===== src/rtl/alu_operand_stage.sv =====
// Registered operand stage in front of the ALU: a two-entry skid buffer that
// hands X, Y and the opcode to the ALU from flops, with in_ready driven by a flop.
//
// state | meaning
// EMPTY | nothing buffered; out_valid=0, in_ready=1
// ONE   | main register holds the head; out_valid=1, in_ready=1
// TWO   | main and skid both hold entries; out_valid=1, in_ready=0
module alu_operand_stage #(
  parameter int WIDTH    = 32,
  parameter int OP_WIDTH = 4
) (
  input  logic                clk,
  input  logic                rst_n,
  input  logic                flush,
  input  logic                in_valid,
  output logic                in_ready,
  input  logic [WIDTH-1:0]    in_x,
  input  logic [WIDTH-1:0]    in_y,
  input  logic [OP_WIDTH-1:0] in_op,
  output logic                out_valid,
  input  logic                out_ready,
  output logic [WIDTH-1:0]    out_x,
  output logic [WIDTH-1:0]    out_y,
  output logic [OP_WIDTH-1:0] out_op
);

  typedef enum logic [1:0] {EMPTY, ONE, TWO} state_t;

  state_t state_q, state_d;

  logic                accept;
  logic                consume;
  logic                load_main_in;
  logic                load_main_skid;
  logic                load_skid;
  logic [WIDTH-1:0]    skid_x;
  logic [WIDTH-1:0]    skid_y;
  logic [OP_WIDTH-1:0] skid_op;

  assign accept  = in_valid & in_ready;
  assign consume = out_valid & out_ready;

  always_comb begin
    state_d        = state_q;
    load_main_in   = 1'b0;
    load_main_skid = 1'b0;
    load_skid      = 1'b0;
    if (flush) begin
      state_d = EMPTY;
    end else begin
      case (state_q)
        EMPTY: begin
          if (accept) begin
            state_d      = ONE;
            load_main_in = 1'b1;
          end
        end
        ONE: begin
          if (accept && consume) begin
            load_main_in = 1'b1;
          end else if (accept) begin
            state_d   = TWO;
            load_skid = 1'b1;
          end else if (consume) begin
            state_d = EMPTY;
          end
        end
        TWO: begin
          if (consume) begin
            state_d        = ONE;
            load_main_skid = 1'b1;
          end
        end
        default: state_d = EMPTY;
      endcase
    end
  end

  // Handshake outputs are registered from the next state so neither one
  // has a combinational path from the opposite side of the stage.
  always_ff @(posedge clk or negedge rst_n) begin
    if (!rst_n) begin
      state_q   <= EMPTY;
      in_ready  <= 1'b0;
      out_valid <= 1'b0;
    end else begin
      state_q   <= state_d;
      in_ready  <= (state_d != TWO);
      out_valid <= (state_d != EMPTY);
    end
  end

  always_ff @(posedge clk or negedge rst_n) begin
    if (!rst_n) begin
      out_x   <= '0;
      out_y   <= '0;
      out_op  <= '0;
      skid_x  <= '0;
      skid_y  <= '0;
      skid_op <= '0;
    end else begin
      if (load_main_in) begin
        out_x  <= in_x;
        out_y  <= in_y;
        out_op <= in_op;
      end else if (load_main_skid) begin
        out_x  <= skid_x;
        out_y  <= skid_y;
        out_op <= skid_op;
      end
      if (load_skid) begin
        skid_x  <= in_x;
        skid_y  <= in_y;
        skid_op <= in_op;
      end
    end
  end

endmodule


===== config.mk =====
export PLATFORM = sky130hd
export DESIGN_NAME = alu_operand_stage
export DESIGN_NICKNAME = d
export VERILOG_FILES = /design/src/rtl/alu_operand_stage.sv
export SDC_FILE = /design/constraint.sdc
export NUM_CORES = 1
export LEC_CHECK = 0
export BUFFER_PORTS_ARGS = -buffer_cell sky130_fd_sc_hd__clkbuf_2
export CAP_MARGIN = 20
export CELL_PAD_IN_SITES_DETAIL_PLACEMENT = 1
export CELL_PAD_IN_SITES_GLOBAL_PLACEMENT = 1
export CORE_MARGIN = 2
export CORE_UTILIZATION = 45
export DETAILED_ROUTE_END_ITERATION = 12
export HOLD_SLACK_MARGIN = 0.02
export PLACE_DENSITY_LB_ADDON = 0.1
export RECOVER_POWER = 25
export SETUP_SLACK_MARGIN = 0.15
export SLEW_MARGIN = 5
export SYNTH_ARGS = -nofsm -noshare
export SYNTH_HDL_FRONTEND = slang
export SYNTH_SLANG_ARGS = --single-unit

===== constraint.sdc =====
create_clock -name clk -period 5.2 [get_ports clk]
set_input_delay 1.04 -clock clk [delete_from_list [all_inputs] [get_ports clk]]
set_output_delay 1.04 -clock clk [all_outputs]
set_load 0.005 [all_outputs]

==> results.tsv <==
stage	metric	value	unit
sta	Final Cycle Share	63.4	%
sta	count of final max-slew check failures	104	
logic_synthesis	Yosys cell types	25	
routing	1st-iter DRT viols	272	
finish	fin area	0.00776	mm²
cts	worst skew pair latency	0.41	ns
cts	cts hold-fix bufs	0	
cts	Num CTS Buffers	17	
cts	Post-CTS Setup Inserts	0	
logic_synthesis	flop and latch count out of synthesis	140	
job	max cap viols	1	
finish	fill count	1484	
sta	Slew headroom	-73.7	%
grt	antenna violations before repair	1	
power_and_ir_drop	P_leak	0.00333	µW
logic_synthesis	sequential area share after synthesis	55.2	%
logic_synthesis	top post-synthesis cells by area	dfrtp_1 55%, mux2_1 8.5%, nand3b_1 8.0%	
die	Core Area	0.0138	mm²
setup_path	type of origin of the critical path	input port	
sta	Slew @ Worst Pin	2.61	ns
finish	fraction of layout cells with a size suffix above 1	30.5	%
setup_path	flop2flop setup slack	2.46	ns
die	Die ar.	0.0151	mm²
logic_synthesis	Mean Syn Cell Area	11.4	µm²
place	dpl ws	1.67	ns
grt	All-Layer GR Usage	25.1	%
cts	Resized cells post-CTS	0	
logic_synthesis	post-synth top area share	55.2	%
cts	Longest Clk Path Bufs	2	
run_status	status	finished, violations left	
logic_synthesis	Post-synth EDFFs	0	
setup_path	delay-heaviest family, CP	buffers and inverters	
setup_path	slowest CP cell	clkbuf_2	
routing	drt total wl	18300	µm
setup_path	CP arrival	2.90	ns
grt	first-pass GRT wire length	29100	µm
logic_synthesis	net count after synthesis	630	
setup_path	element type at the critical path end	async pin	
cts	root buffer cell	clkbuf_16	
sta	final setup margin	1.90	ns
power_and_ir_drop	PwrDens	502	mW/mm²
sta	Peak Freq	303	MHz
grt	total congestion overflow	0	
logic_synthesis	Async S/R FF share, synth	100	%
sta	Clock Skews	0.00492	ns
routing	drt first pass iters	4	
logic_synthesis	post-synthesis cell area	0.00635	mm²
finish	Layout Area Growth over Synthesis	22.2	%
place	port bufs	142	
die	Cell Rows	43	
die	Die X-Extent	123	µm
routing	vias per cell	5.84	
routing	DRC	0	
setup_path	Crit Reg-Reg Startpoint	out_valid	
logic_synthesis	most instantiated cells after synthesis	140 x dfrtp_1, 68 x a31oi_1, 68 x nand3b_1, 68 x nor3_1, 68 x o21ai_0	
run_status	failing checks	max-capacitance violations, max-slew violations	
sta	final hold viol count	0	
cts	Sink Count	140	
setup_path	critical setup path kind	in2async	
place	GP Congestion	0.725	
setup_path	largest stage delay on the critical path	1.78	ns
setup_path	critical path peak fanout	103	
logic_synthesis	dominant cell type by area after synthesis	dfrtp_1	
setup_path	Critical Path Start	rst_n	
logic_synthesis	Syn. warnings	0	
setup_path	Buf/Inv on CP	1	
cts	CTS tree	done	
cts	H-tree lvl count	4	
logic_synthesis	main flop type after synthesis	dfrtp_1	
die	Initial Util	45.9	%
routing	drt wl/cell	21.2	µm
setup_path	Critical Path, Cell by Cell	clkbuf_2	
hold_path	Hold Path Class	reg2reg	
sta	RSZ-0062 raised after global routing	no	
logic_synthesis	count leader, synth	dfrtp_1	
place	dpl cell area	0.00713	mm²
sta	setup TNS	0	ns
logic_synthesis	Mapped Cells	557	
power_and_ir_drop	worst vdd ir	0.264	mV
routing	vias post-DR	5037	
setup_path	Worst EP required	4.80	ns
grt	vias in the first global route	5533	
sta	min Tclk post-route	3.30	ns
place	HPWL Detailed	10500	µm
cts	clock edge transition at the registers on the reported setup and hold paths	0.06	ns
sta	endpoints failing setup	0	
routing	post-route ant nets	0	
die	Top Ports	143	
hold_path	hold_sp	skid_x[3]	
grt	pin count of the biggest net entering global routing	140	
die	DIE HEIGHT	123	µm
finish	Final Net Count	741	
layout make-up:
class                      instances  area [µm²]  share of cell area (%)
multi-input combinational        356        2610                    33.6
antenna                            1        2.50                  0.0322
sequential                       140        3510                    45.2
clock inverter                     7        85.1                    1.10
clock buffer                      25         505                    6.51
timing repair buffer             153         826                    10.6
tap                              180         225                    2.90
cell usage in the layout (no fill, tap or decap), drive strengths merged, types with 2 or more instances in the layout:
cell type,n
mux2,68
clkbuf,167
nand3b,68
dfrtp,140
o21ai,68
buf,11
clkinv,5
nor3,68
a31oi,68
nand2,3
bufinv,2
logic make-up after synthesis:
family | synth area share, %
AND/OR/NAND/NOR | 14.6
flip-flops | 55.2
AO/OA/AOI/OAI | 12.6
multiplexers | 13.4
buffers and inverters | 4.06
XOR/XNOR | 0.138
stage by stage:
step,utilization (%),power [µW],hold slack [ns],instances
2_1_floorplan,-,2260,0.464,557
6_report,56.1,3890,0.495,862
3_3_place_gp,51.5,2600,0.473,827
4_1_cts,55.8,3920,0.496,859
5_1_grt,56.1,4120,0.509,861
3_5_place_dp,51.5,2680,0.481,827
state kept, by name (all words and copies together) (netlist names):
register and count:
skid_op 4, in_ready 1, skid_x 32, out_valid 1, out_y 32, state_q 2, out_x 32, skid_y 32
out_op 4
layer usage:
metal / track usage, % / up-vias / share of wire (%)
li1: - / 2288 / -
met1: 32.5 / 2610 / 45
met2: 42.2 / 128 / 49
met3: 5.34 / 11 / 4.9
met4: 7.47 / 0 / 0.84
met5: 0 / - / 0
worst paths after layout:
kind,end,cells past startpoint
hold / removal,skid_x[3],1
min in group asynchronous,out_y[4],1
setup reg to reg,skid_y[9],4
max in group clk,skid_y[9],5
setup / recovery,state_q[0],1
hold reg to reg,skid_x[3],1
where the power goes:
part	total [µW]	internal [µW]	switching (µW)
combinational	896	473	423
sequential	1780	1520	257
clock	1220	767	449
total	3890	2760	1130
Power figures use the tool's default switching activity.
